File: src/rtl/mem_access_stage.sv
// Memory-access pipeline stage: issues one load/store per instruction on a req/ready port and aligns load data.
// Optional wait-state abort path is compiled in with MEM_ACCESS_TIMEOUT_EN.
module mem_access_stage #(
  parameter int WAIT_LIMIT = 16
) (
  input  logic        clk,
  input  logic        rst,
  input  logic        in_valid,
  input  logic [31:0] alu_result,
  input  logic [31:0] store_data,
  input  logic [2:0]  funct3,
  input  logic        mem_read,
  input  logic        mem_write,
  output logic        dmem_req,
  output logic        dmem_we,
  output logic [31:0] dmem_addr,
  output logic [31:0] dmem_wdata,
  output logic [3:0]  dmem_wmask,
  input  logic [31:0] dmem_rdata,
  input  logic        dmem_ready,
  output logic        stall,
  output logic [31:0] mem_result,
  output logic        out_valid,
  output logic        misaligned,
  output logic        timeout
);

  localparam logic [0:0] IDLE = 1'b0;
  localparam logic [0:0] WAIT = 1'b1;

  logic [0:0]  state_q, state_d;
  logic        dmem_req_q, dmem_req_d;
  logic        dmem_we_q, dmem_we_d;
  logic [31:0] dmem_addr_q, dmem_addr_d;
  logic [31:0] dmem_wdata_q, dmem_wdata_d;
  logic [3:0]  dmem_wmask_q, dmem_wmask_d;
  logic [31:0] mem_result_q, mem_result_d;
  logic        out_valid_q, out_valid_d;
  logic        misaligned_q, misaligned_d;
  logic [1:0]  addr_lo_q, addr_lo_d;
  logic [2:0]  funct3_q, funct3_d;
  logic        is_load_q, is_load_d;

  logic        is_mem, ld_bad, st_bad, half_bad, word_bad, fault, access;
  logic        abort;
  logic [31:0] rd_shift, load_data;
  logic [3:0]  st_mask;
  logic [31:0] st_data;

  // Decode: anything that cannot be issued as a single aligned access is a fault.
  always_comb begin
    is_mem   = mem_read | mem_write;
    ld_bad   = (funct3 == 3'd3) | (funct3 == 3'd6) | (funct3 == 3'd7);
    st_bad   = funct3 > 3'd2;
    half_bad = (funct3[1:0] == 2'b01) & alu_result[0];
    word_bad = (funct3[1:0] == 2'b10) & (alu_result[1:0] != 2'b00);
    fault    = is_mem & ((mem_read & mem_write) | (mem_read & ld_bad) |
                         (mem_write & st_bad) | half_bad | word_bad);
    access   = is_mem & ~fault;
  end

  always_comb begin
    st_mask = 4'b1111;
    st_data = store_data;
    case (funct3[1:0])
      2'b00: begin
        st_mask = 4'b0001 << alu_result[1:0];
        st_data = {4{store_data[7:0]}};
      end
      2'b01: begin
        st_mask = alu_result[1] ? 4'b1100 : 4'b0011;
        st_data = {2{store_data[15:0]}};
      end
      default: ;
    endcase
  end

  // Load alignment uses the byte offset captured at issue time.
  always_comb begin
    rd_shift  = dmem_rdata >> {addr_lo_q, 3'b000};
    load_data = rd_shift;
    case (funct3_q)
      3'd0:    load_data = {{24{rd_shift[7]}}, rd_shift[7:0]};
      3'd1:    load_data = {{16{rd_shift[15]}}, rd_shift[15:0]};
      3'd4:    load_data = {24'd0, rd_shift[7:0]};
      3'd5:    load_data = {16'd0, rd_shift[15:0]};
      default: load_data = dmem_rdata;
    endcase
  end

`ifdef MEM_ACCESS_TIMEOUT_EN
  localparam int CW = $clog2(WAIT_LIMIT + 1);
  logic [CW-1:0] cnt_q, cnt_d;
  logic          timeout_q, timeout_d;

  // Abort on the edge that would complete the WAIT_LIMIT-th empty wait cycle.
  assign abort = (state_q == WAIT) & ~dmem_ready & (cnt_q == CW'(WAIT_LIMIT - 1));

  always_comb begin
    cnt_d     = cnt_q;
    timeout_d = abort;
    if (state_q == IDLE) cnt_d = '0;
    else if (~dmem_ready) cnt_d = cnt_q + 1'b1;
  end

  always_ff @(posedge clk) begin
    if (!rst) begin
      cnt_q     <= '0;
      timeout_q <= 1'b0;
    end else begin
      cnt_q     <= cnt_d;
      timeout_q <= timeout_d;
    end
  end

  assign timeout = timeout_q;
`else
  logic unused_wait_limit;
  assign unused_wait_limit = ^WAIT_LIMIT;
  assign abort   = 1'b0;
  assign timeout = 1'b0;
`endif

  always_comb begin
    state_d      = state_q;
    dmem_req_d   = dmem_req_q;
    dmem_we_d    = dmem_we_q;
    dmem_addr_d  = dmem_addr_q;
    dmem_wdata_d = dmem_wdata_q;
    dmem_wmask_d = dmem_wmask_q;
    mem_result_d = mem_result_q;
    out_valid_d  = 1'b0;
    misaligned_d = 1'b0;
    addr_lo_d    = addr_lo_q;
    funct3_d     = funct3_q;
    is_load_d    = is_load_q;
    case (state_q)
      IDLE: begin
        if (in_valid) begin
          if (access) begin
            state_d      = WAIT;
            dmem_req_d   = 1'b1;
            dmem_we_d    = mem_write;
            dmem_addr_d  = {alu_result[31:2], 2'b00};
            dmem_wdata_d = st_data;
            dmem_wmask_d = mem_write ? st_mask : 4'b0000;
            addr_lo_d    = alu_result[1:0];
            funct3_d     = funct3;
            is_load_d    = mem_read;
          end else begin
            out_valid_d  = 1'b1;
            misaligned_d = fault;
            mem_result_d = alu_result;
          end
        end
      end
      default: begin
        if (dmem_ready) begin
          state_d      = IDLE;
          dmem_req_d   = 1'b0;
          out_valid_d  = 1'b1;
          mem_result_d = is_load_q ? load_data : alu_result;
        end else if (abort) begin
          state_d      = IDLE;
          dmem_req_d   = 1'b0;
          out_valid_d  = 1'b1;
          mem_result_d = 32'd0;
        end
      end
    endcase
  end

  always_ff @(posedge clk) begin
    if (!rst) begin
      state_q      <= IDLE;
      dmem_req_q   <= 1'b0;
      dmem_we_q    <= 1'b0;
      dmem_addr_q  <= 32'd0;
      dmem_wdata_q <= 32'd0;
      dmem_wmask_q <= 4'd0;
      mem_result_q <= 32'd0;
      out_valid_q  <= 1'b0;
      misaligned_q <= 1'b0;
      addr_lo_q    <= 2'd0;
      funct3_q     <= 3'd0;
      is_load_q    <= 1'b0;
    end else begin
      state_q      <= state_d;
      dmem_req_q   <= dmem_req_d;
      dmem_we_q    <= dmem_we_d;
      dmem_addr_q  <= dmem_addr_d;
      dmem_wdata_q <= dmem_wdata_d;
      dmem_wmask_q <= dmem_wmask_d;
      mem_result_q <= mem_result_d;
      out_valid_q  <= out_valid_d;
      misaligned_q <= misaligned_d;
      addr_lo_q    <= addr_lo_d;
      funct3_q     <= funct3_d;
      is_load_q    <= is_load_d;
    end
  end

  assign stall = rst & (((state_q == IDLE) & in_valid & access) |
                        ((state_q == WAIT) & ~dmem_ready & ~abort));

  assign dmem_req   = dmem_req_q;
  assign dmem_we    = dmem_we_q;
  assign dmem_addr  = dmem_addr_q;
  assign dmem_wdata = dmem_wdata_q;
  assign dmem_wmask = dmem_wmask_q;
  assign mem_result = mem_result_q;
  assign out_valid  = out_valid_q;
  assign misaligned = misaligned_q;

endmodule

File: config.mk
export PLATFORM = sky130hd
export DESIGN_NAME = mem_access_stage
export DESIGN_NICKNAME = d
export VERILOG_FILES = /design/src/rtl/mem_access_stage.sv
export SDC_FILE = /design/constraint.sdc
export NUM_CORES = 1
export LEC_CHECK = 0
export ABC_CLOCK_PERIOD_IN_PS = 6400
export BUFFER_PORTS_ARGS = -buffer_cell sky130_fd_sc_hd__buf_2
export CAP_MARGIN = 20
export CORE_MARGIN = 4
export CORE_UTILIZATION = 50
export CTS_BUF_LIST = sky130_fd_sc_hd__clkbuf_16
export CTS_CLUSTER_DIAMETER = 40
export DETAILED_ROUTE_END_ITERATION = 8
export HOLD_SLACK_MARGIN = 0.1
export PLACE_DENSITY = 0.85
export SETUP_SLACK_MARGIN = 0.1
export SYNTH_ARGS = -nofsm -noshare
export SYNTH_HDL_FRONTEND = slang
export SYNTH_SLANG_ARGS = --single-unit
File: constraint.sdc
create_clock -name clk -period 6.4 [get_ports clk]
set_clock_uncertainty 0.2 [all_clocks]
set_input_delay 0.32 -clock clk [delete_from_list [all_inputs] [get_ports clk]]
set_output_delay 0.32 -clock clk [all_outputs]
set_load 0.05 [all_outputs]
==> Word level (Yosys, flattened, before mapping) <==
Cells that the tools add are included.
W data, S select, Z words.
{ "word_totals": {"reg_bits": 109, "input_bits": 105, "output_inout_bits": 106} }
{ "classes": {"n_lt_le_gt_ge": 1, "eq_ne": 10, "n_shift": 2, "mux": 22, "n_bitwise": 24, "reduce_logical": 9} }
{ "op_table": {"columns": ["op", "n"], "rows": [
  ["$mux W32", 5],
  ["$pmux W32 S4", 1],
  ["$pmux W32 S2", 1],
  ["$shr A32 B5 Y16", 1],
  ["$eq A3 B3 Y1 const B", 4],
  ["$mux W1", 12],
  ["$and A1 B1 Y1", 11],
  ["$reduce_and A3 Y1", 3],
  ["$mux W4", 2],
  ["$or A1 B1 Y1", 8],
  ["$pmux W4 S2", 1],
  ["$reduce_bool A2 Y1", 3],
  ["$not A1 Y1", 5],
  ["$ne A2 B2 Y1 const B", 2],
  ["$reduce_or A4 Y1", 1],
  ["$shl A1 B2 Y4 const A", 1],
  ["$eq A3 B1 Y1 const B", 1],
  ["$eq A3 B2 Y1 const B", 1],
  ["$gt A3 B2 Y1 const B", 1],
  ["$logic_not A3 Y1", 1],
  ["$eq A2 B1 Y1 const B", 1],
  ["$eq A2 B2 Y1 const B", 1],
  ["$logic_not A2 Y1", 1]
]} }

==> Longest topological paths before layout <==
Gate-level depths: netlist of the first run.
{ "logic_depth": {"ltp_word": 14, "mapped_depth": 9} }

==> Worst setup path before layout of the first run <==
No wires, ideal clock.
{ "synth_path": {"kind": "in2out", "start": "in funct3[2]", "end": "out stall", "t_arrival_ns": 2.587, "path_slack_ns": 3.293, "cell_stages": 7, "path_buffers": 3, "cell_sequence": "a2111oi_4 -> o211ai_2 -> nand2b_1 -> buf_2 -> buf_2 -> buf_2 -> a21boi_0"} }
{ "synth_between": {"elab_chain_cells": 14} }
{ "synth_lines": {"columns": ["item", "line_no", "source"], "rows": [
  ["start: declaration", "11", "input logic [2:0] funct3,"],
  ["$eq A3 B2 Y1 / $eq A3 B3 Y1 (equally long branches)", "53", "ld_bad = (funct3 == 3'd3) | (funct3 == 3'd6) | (funct3 == 3'd7);"],
  ["$or A1 B1 Y1 (2 in a row)", "53", null],
  ["$and A1 B1 Y1", "57", "fault = is_mem & ((mem_read & mem_write) | (mem_read & ld_bad) |"],
  ["$or A1 B1 Y1", "57", null],
  ["$or A1 B1 Y1 *", "57", null],
  ["$or A1 B1 Y1 * (2 in a row)", "58", "(mem_write & st_bad) | half_bad | word_bad);"],
  ["$and A1 B1 Y1 *", "57", null],
  ["$not A1 Y1 *", "59", "access = is_mem & ~fault;"],
  ["$and A1 B1 Y1 *", "59", null],
  ["$and A1 B1 Y1 *", "203", "assign stall = rst & (((state_q == IDLE) & in_valid & access) |"],
  ["$or A1 B1 Y1 *", "203", null],
  ["$and A1 B1 Y1 *", "203", null],
  ["end: declaration", "21", "output logic stall,"]
]} }
Mark *: on every way between the ends. The rest lies on a longest branch, timed or not.

==> Final worst setup path of the first run <==
{ "layout_path": {"start": "in funct3[2]", "end": "reg dmem_addr_q[24] (netlist: dmem_addr[24])"} }
{ "layout_between": {"elab_chain_cells": 12} }
{ "layout_lines": {"columns": ["item", "line_no", "source"], "rows": [
  ["$eq A3 B2 Y1 / $eq A3 B3 Y1 (equally long branches)", "53", null],
  ["$or A1 B1 Y1 (2 in a row)", "53", null],
  ["$and A1 B1 Y1", "57", null],
  ["$or A1 B1 Y1", "57", null],
  ["$or A1 B1 Y1 *", "57", null],
  ["$or A1 B1 Y1 * (2 in a row)", "58", null],
  ["$and A1 B1 Y1 *", "57", null],
  ["$not A1 Y1 *", "59", null],
  ["$and A1 B1 Y1 *", "59", null],
  ["$reduce_and A3 Y1 (no source line) *", null, null],
  ["end signal: assignment", "191", "dmem_addr_q <= dmem_addr_d;"],
  ["end: declaration", "34", "logic [31:0] dmem_addr_q, dmem_addr_d;"]
]} }
Marked as above.
A chain may end at the register's enable or synchronous reset.

==> results of run 1 <==
==> kinds of logic after synthesis <==
group                  share of synthesized area
AND/OR/NAND/NOR                            0.168
multiplexers                              0.0519
other                                   0.000707
buffers and inverters                     0.0589
AO/OA/AOI/OAI                              0.309
flip-flops                                 0.411
==> layer usage <==
layer | wire, um | share of wire | vias up
met2 | 8580 | 0.48 | 312
met3 | 1830 | 0.10 | 38
met1 | 7090 | 0.39 | 2652
met4 | 506 | 0.028 | 0
li1 | - | - | 2692
met5 | 0 | 0 | -
==> cell type report <==
class,instances,area (um2)
clock buffers,9,225
clock inverters,6,78.8
fillers,818,3230
inverters,6,22.5
multi-input cells,463,2840
flip-flops and latches,109,2180
well taps,136,170
repair buffers,258,1570
==> worst max-delay path: cells and delay by family <==
kind	cells	cell delay [ns]
AND/OR/NAND/NOR	2	0.82
AO/OA/AOI/OAI	3	0.83
buffers and inverters	3	1.37
==> timing repair <==
item                      CTS  global route
resized for setup           0             0
buffers inserted            0             0
hold buffers               44             0
hold endpoints to repair   51             0
==> how the worst min path moves through the flow <==
stage                              start             end  slack [ns]  cells after the start
after floorplan            alu_result[0]    addr_lo_q[0]        0.26                      2
after global placement    mem_result[11]  mem_result[11]        0.24                      2
after detailed placement   dmem_wmask[3]   dmem_wmask[3]        0.25                      2
after CTS                  store_data[5]   dmem_wdata[5]        0.10                      3
after global routing       store_data[5]   dmem_wdata[5]        0.11                      3
final                      store_data[5]   dmem_wdata[5]         0.1                      3
==> metrics by stage <==
| stage | instances | setup WS, ns | cell area [um2] |
|---|---|---|---|
| floorplan | 642 | 3.29 | 5310 |
| global placement | 926 | 3.38 | 6290 |
| detailed placement | 926 | 3.22 | 6290 |
| CTS | 985 | 3.09 | 7030 |
| global route | 987 | 2.82 | 7090 |
| finish | 987 | 3.04 | 7090 |
==> cell usage in the layout, fill, tap and decap left out, drive strengths merged, types with 2 or more instances in the layout <==
cell / synthesis / routed
mux2i: 23 / 23
clkbuf: 37 / 9
nor2: 18 / 18
nand3b: 8 / 8
a221oi: 2 / 2
a211oi: 17 / 17
conb: 1 / 3
o211a: 22 / 22
clkinv: 0 / 4
buf: 27 / 214
o2111ai: 8 / 8
inv: 6 / 6
bufinv: 0 / 2
dlygate4sd3: 0 / 44
nor4b: 2 / 2
nand2: 160 / 160
o211ai: 26 / 26
a21boi: 57 / 57
o22ai: 18 / 18
and2: 2 / 2
o21ai: 30 / 30
a21oi: 18 / 18
nand3: 9 / 9
mux2: 2 / 2
nand2b: 6 / 6
dfxtp: 109 / 109
o221ai: 6 / 6
o31ai: 6 / 6
nor2b: 3 / 3
a31oi: 8 / 8
==> power by group through the flow <==
| stage | logic, mW | registers, mW | clock network [mW] |
|---|---|---|---|
| after global routing | 0.413 | 0.745 | 0.616 |
| after detailed placement | 0.362 | 0.755 | 0 |
| after CTS | 0.384 | 0.740 | 0.589 |
| final | 0.390 | 0.741 | 0.587 |
| after global placement | 0.355 | 0.753 | 0 |
| after floorplan | 0.132 | 0.873 | 0 |
==> flip-flops by register name (all words and copies together), names as in the netlist <==
signal      count
funct3_q        3
out_valid       1
mem_result     32
dmem_req        1
dmem_addr      30
dmem_wmask      4
addr_lo_q       2
dmem_wdata     32
state_q         1
misaligned      1
is_load_q       1
dmem_we         1
==> results by group, run 1 <==
Placement
  • Global placer's final weighted congestion: 0.913
  • Port Buffers: 207
  • HPWL Detailed: 12400 um

Layout
  • Final layout net count: 952
  • Antenna Cells: 0
  • Final Util: 0.687
  • Ratio of cells with drive above 1 in the final layout: 0.281
  • Layout area overhead: 33.6%

Setup path
  • Critical path startpoint: funct3[2]
  • RR Endpoint: mem_result[9]
  • Crit path DAT: 3.41 ns
  • Setup CP Type: input port to register
  • CP Max Fanout: 70
  • CP max stage cell: buf_4
  • Type of origin of the critical path: input port
  • Reg-to-Reg Start: addr_lo_q[1]
  • Worst Path Required: 6.45 ns
  • Crit. End Element: register
  • Reg2reg path depth: 5
  • Crit path largest cell delay: 0.68 ns
  • Reg2reg setup slack: 3.34 ns
  • CP cell instances: dlygate4sd3_1, buf_2, a2111oi_4, o211ai_2, nor3_4, buf_4, nand2_1, a21boi_0
  • Worst Setup EP: dmem_addr[24]

STA
  • Worst slew pin tran: 1.00 ns
  • Final hold violation count: 0
  • Worst relative slew slack: 0.333
  • Fmax achieved: 298 MHz
  • Crit path time final: 3.36 ns
  • Hold WS: 0.0952 ns
  • Unrepaired setup endpoints after global routing: false
  • Final-report max-slew violation count: 0
  • Finish-stage setup viols: 0
  • Final critical-path share of the clock period: 0.524
  • Setup_tns: 0 ns

Power and ir drop
  • Comb power frac: 0.227
  • P_leak: 3.27 nW
  • Sw frac: 0.317
  • Internal power: 1.17 mW
  • NetSw: 544 uW
  • Clock share of power: 0.342
  • Pwr dens: 242 nW/um2
  • Power Total: 1.72 mW
  • Max VDD drop: 0.156 mV
  • Seq pwr share: 0.431

Floorplanning
  • Row count: 37
  • Core outline area: 10300 um2
  • Horiz. Die Dim: 111 um
  • Count of pins on the block boundary: 211
  • Die ar.: 12300 um2
  • DIE HEIGHT: 111 um
  • Initial Util: 0.514

Clock network
  • Deepest clock path buffer count: 2
  • Sink Count: 109
  • Worst-Skew Late Latency: 0.35 ns
  • Root Driver: clkbuf_16
  • CTS tree: built
  • Cts bufs inserted: 9
  • CTS clk-pin slew, worst paths: 0.07 ns
  • H-Tree Depth: 3

Detailed routing
  • Detailed-route wire length per cell: 18.2 um
  • Via Count: 5694
  • Number of vias per cell: 5.77
  • Number of DRC markers in iteration 0: 438
  • Antenna Nets Post-Route: 0
  • Final wirelength: 18000 um
  • DR pass1 iterations: 6
  • Remaining DRCs: 0

GRT
  • Met2 Use GR: 0.480
  • GRT met1 Usage: 0.339
  • GR Overflow Total: 0
  • Met3 usage: 0.0884
  • Global-route wire length before repair: 28700 um
  • Largest net degree at the start of global routing: 135
  • Antenna violations before repair: 0
  • Most Used Layer, Global Route: met2
  • Total Routing Usage GR: 0.285
  • Vias in the first global route: 5590

Outcome
  • Outcome: completed

Yosys
  • Synth Instances: 640
  • Synth Cell Area: 5310 um2
  • Mapped Avg Cell Area: 8.29 um2
  • Seq cells post-synth: 109
  • Share of the synthesized area in the top cell type: 0.411
  • Yosys warnings: 0
  • EDFF count, synth: 0
  • Count leader, synth: nand2_1
  • Most common library cells after synthesis: nand2_1 (160), dfxtp_1 (109), a21boi_0 (55)
  • Largest cells by area after synthesis: dfxtp_1 (41%), nand2_1 (11%), a21boi_0 (7.8%)
  • Distinct cells, synth: 44
  • Register area share after synthesis: 0.411
  • Yosys top cell by area: dfxtp_1
  • Ys async rst share: 0
  • Primary FF master, synth: dfxtp_1

Worst hold path
  • Hold crit path type: input port to register

Job
  • Max Cap Violations: 0
(Power assumes the default switching activity.)
==> run 2: changes to the inputs <==
--- a/config.mk
+++ b/config.mk
@@ -5,16 +5,16 @@
 export SDC_FILE = /design/constraint.sdc
 export NUM_CORES = 1
 export LEC_CHECK = 0
-export ABC_CLOCK_PERIOD_IN_PS = 6400
+export ABC_CLOCK_PERIOD_IN_PS = 2800
 export BUFFER_PORTS_ARGS = -buffer_cell sky130_fd_sc_hd__buf_2
 export CAP_MARGIN = 20
 export CORE_MARGIN = 4
-export CORE_UTILIZATION = 50
+export CORE_UTILIZATION = 44
 export CTS_BUF_LIST = sky130_fd_sc_hd__clkbuf_16
 export CTS_CLUSTER_DIAMETER = 40
 export DETAILED_ROUTE_END_ITERATION = 8
 export HOLD_SLACK_MARGIN = 0.1
-export PLACE_DENSITY = 0.85
+export PLACE_DENSITY = 0.79
 export SETUP_SLACK_MARGIN = 0.1
 export SYNTH_ARGS = -nofsm -noshare
 export SYNTH_HDL_FRONTEND = slang
==> constraint.sdc (replaced) <==
create_clock -name clk -period 2.8 [get_ports clk]
set_clock_uncertainty 0.2 [all_clocks]
set_input_delay 0.14 -clock clk [delete_from_list [all_inputs] [get_ports clk]]
set_output_delay 0.14 -clock clk [all_outputs]
set_load 0.05 [all_outputs]
==> run 2 against run 1 <==
  * Critical path depth grew 1
  * Wire length increased by 13%
  * Sequential share of layout area is 3.6 points lower
  * Setup slack lost 2.8 ns
  * Worst hold slack improved by 0.032 ns
  * Global-route usage down 0.15 points
==> results by group, run 2 (synthesis results as in run 1) <==
Outcome
  • Outcome: completed (unchanged)

Detailed routing
  • Antenna Nets Post-Route: 0 (unchanged)
  • Via Count: 6201 (was 5694)
  • Final wirelength: 20400 um (was 18000 um)
  • Number of DRC markers in iteration 0: 853 (was 438)
  • Remaining DRCs: 0 (unchanged)
  • Number of vias per cell: 5.70 (was 5.77)
  • Detailed-route wire length per cell: 18.8 um (was 18.2 um)
  • DR pass1 iterations: 5 (was 6)

Layout
  • Most common cell after layout, fill and taps aside: buf_2 (unchanged)
  • Most frequent cells in the layout: buf_2 (206), nand2_1 (160), dlygate4sd3_1 (126) (was buf_2 (206), nand2_1 (160), dfxtp_1 (109))
  • Ratio of cells with drive above 1 in the final layout: 0.267 (was 0.281)
  • Layout area overhead: 51.2% (was 33.6%)
  • Layout Cells excl Fill: 1087 (was 987)
  • Final layout net count: 1044 (was 952)
  • Antenna Cells: 0 (unchanged)
  • Final Util: 0.691 (was 0.687)

GRT
  • GR Overflow Total: 0 (unchanged)
  • Vias in the first global route: 5996 (was 5590)
  • Global-route wire length before repair: 31900 um (was 28700 um)
  • Total Routing Usage GR: 0.283 (was 0.285)
  • Antenna violations before repair: 1 (was 0)
  • Largest net degree at the start of global routing: 77 (was 135)

Floorplanning
  • Core outline area: 11600 um2 (was 10300 um2)
  • Count of pins on the block boundary: 211 (unchanged)
  • Die ar.: 13900 um2 (was 12300 um2)
  • Initial Util: 0.457 (was 0.514)
  • Horiz. Die Dim: 118 um (was 111 um)
  • DIE HEIGHT: 118 um (was 111 um)
  • Row count: 39 (was 37)

Setup path
  • Crit path largest cell delay: 0.60 ns (was 0.68 ns)
  • Worst Path Required: 2.90 ns (was 6.45 ns)
  • Setup CP Type: input port to register (unchanged)
  • Reg-to-Reg Start: state_q (was addr_lo_q[1])
  • Crit. End Element: register (unchanged)
  • Top delay family on crit path: buffers and inverters (unchanged)
  • CP cell instances: dlygate4sd3_1, buf_2, o21ai_0, o2111ai_1, a2bb2oi_4, buf_12, o21ai_0, a31oi_1, dlygate4sd3_1 (was dlygate4sd3_1, buf_2, a2111oi_4, o211ai_2, nor3_4, buf_4, nand2_1, a21boi_0)
  • WP buf/inv: 4 (was 3)
  • Crit path DAT: 2.66 ns (was 3.41 ns)
  • CP Max Fanout: 65 (was 70)
  • RR Endpoint: mem_result[2] (was mem_result[9])
  • Worst Setup EP: mem_result[15] (was dmem_addr[24])
  • Worst path depth: 9 (was 8)
  • Critical path startpoint: mem_write (was funct3[2])
  • CP max stage cell: dlygate4sd3_1 (was buf_4)
  • Type of origin of the critical path: input port (unchanged)
  • Reg2reg setup slack: 0.34 ns (was 3.34 ns)
  • Reg2reg path depth: 5 (unchanged)

Clock network
  • H-Tree Depth: 3 (unchanged)
  • Root Driver: clkbuf_16 (unchanged)
  • CTS clk-pin slew, worst paths: 0.08 ns (was 0.07 ns)
  • Deepest clock path buffer count: 2 (unchanged)
  • Worst-Skew Late Latency: 0.35 ns (about the same)
  • Sink Count: 109 (unchanged)
  • Cts bufs inserted: 9 (unchanged)
  • CTS tree: built (unchanged)

Placement
  • HPWL Detailed: 12200 um (was 12400 um)
  • Port Buffers: 207 (unchanged)
  • Global placer's final weighted congestion: 0.857 (was 0.913)
  • Cell count after placement: 942 (was 926)

STA
  • Crit path time final: 2.56 ns
  • Final-report max-slew violation count: 0 (unchanged)
  • Worst slew pin tran: 0.996 ns (was 1.00 ns)
  • Setup_tns: 0 ns (unchanged)
  • Final critical-path share of the clock period: 0.913
  • Final hold violation count: 0 (unchanged)
  • Worst relative slew slack: 0.334 (was 0.333)
  • Unrepaired setup endpoints after global routing: false (unchanged)
  • Finish-stage setup viols: 0 (unchanged)
  • Fmax achieved: 391 MHz

Power and ir drop
  • Max VDD drop: 0.414 mV (was 0.156 mV)
  • Sw frac: 0.319 (was 0.317)
  • Clock share of power: 0.338 (was 0.342)
  • Comb power frac: 0.249 (was 0.227)
  • Seq pwr share: 0.413 (was 0.431)
  • NetSw: 1.30 mW (was 544 uW)
  • Pwr dens: 509 nW/um2 (was 242 nW/um2)
  • Internal power: 2.78 mW (was 1.17 mW)
  • P_leak: 3.70 nW (was 3.27 nW)

Job
  • Max Cap Violations: 0 (unchanged)

Worst hold path
  • Hold crit path type: input port to register (unchanged)
[run 2: cell count changes in the layout (fill, tap and decap cells not counted), sizes merged]
cell and delta:
buf +9, clkbuf +1, clkinv -1, dlygate4sd3 +82, inv +2
[run 2: area by class of cell]
cell class | instances | area, um2
Tap cell | 143 | 179
Clock inverter | 7 | 90.1
Sequential cell | 109 | 2180
Inverter | 6 | 22.5
Clock buffer | 9 | 225
Fill cell | 864 | 3590
Timing Repair Buffer | 350 | 2470
Multi-Input combinational cell | 463 | 2850
[run 2: repair_timing]
item	4_1_cts	5_1_grt
hold endpoints to repair	107	0
buffers inserted	0	2
endpoints found under the setup margin	0	25
hold buffers	126	0
resized for setup	0	5
[run 2: worst min path at each step]
stage                    end  depth (start not counted)           from  slack (ns)
4_1_cts        dmem_wmask[3]                          5  alu_result[0]        0.11
6_report       dmem_wmask[3]                          5  alu_result[0]        0.13
3_5_place_dp    dmem_addr[9]                          3  alu_result[9]        0.21
2_1_floorplan   addr_lo_q[0]                          2  alu_result[0]        0.08
5_1_grt        dmem_wmask[2]                          5  alu_result[1]        0.20
3_3_place_gp    dmem_addr[9]                          3  alu_result[9]        0.21
[run 2: power by group through the flow]
stage	Combinational (mW)	Sequential, mW	Clock [mW]
3_5_place_dp	0.847	1.72	0
5_1_grt	1.08	1.70	1.44
6_report	1.01	1.69	1.38
4_1_cts	0.979	1.68	1.40
2_1_floorplan	0.302	2.00	0
3_3_place_gp	0.842	1.72	0
[run 2: worst min-delay path: cells and delay by family]
family          cells  cell delay, ns
simple gates        2            0.20
compound gates      2            0.15
buf+inv             1            0.15
[run 2: layer usage]
| metal | global-route usage | share of wire |
|---|---|---|
| met4 | 0.103 | 0.033 |
| met2 | 0.485 | 0.49 |
| met5 | 0 | 0.00064 |
| met3 | 0.0937 | 0.10 |
| met1 | 0.329 | 0.38 |
[run 2: stage by stage]
| stage | hold slack (ns) | setup WS, ns | power (mW) | instance area (um2) |
|---|---|---|---|---|
| 2_1_floorplan | 0.0849 | 0.439 | 2.30 | 5310 |
| 3_3_place_gp | 0.209 | 0.579 | 2.56 | 6400 |
| 3_5_place_dp | 0.212 | 0.481 | 2.57 | 6400 |
| 4_1_cts | 0.113 | 0.173 | 4.06 | 7980 |
| 5_1_grt | 0.196 | 0.112 | 4.22 | 8020 |
| 6_report | 0.127 | 0.244 | 4.08 | 8020 |
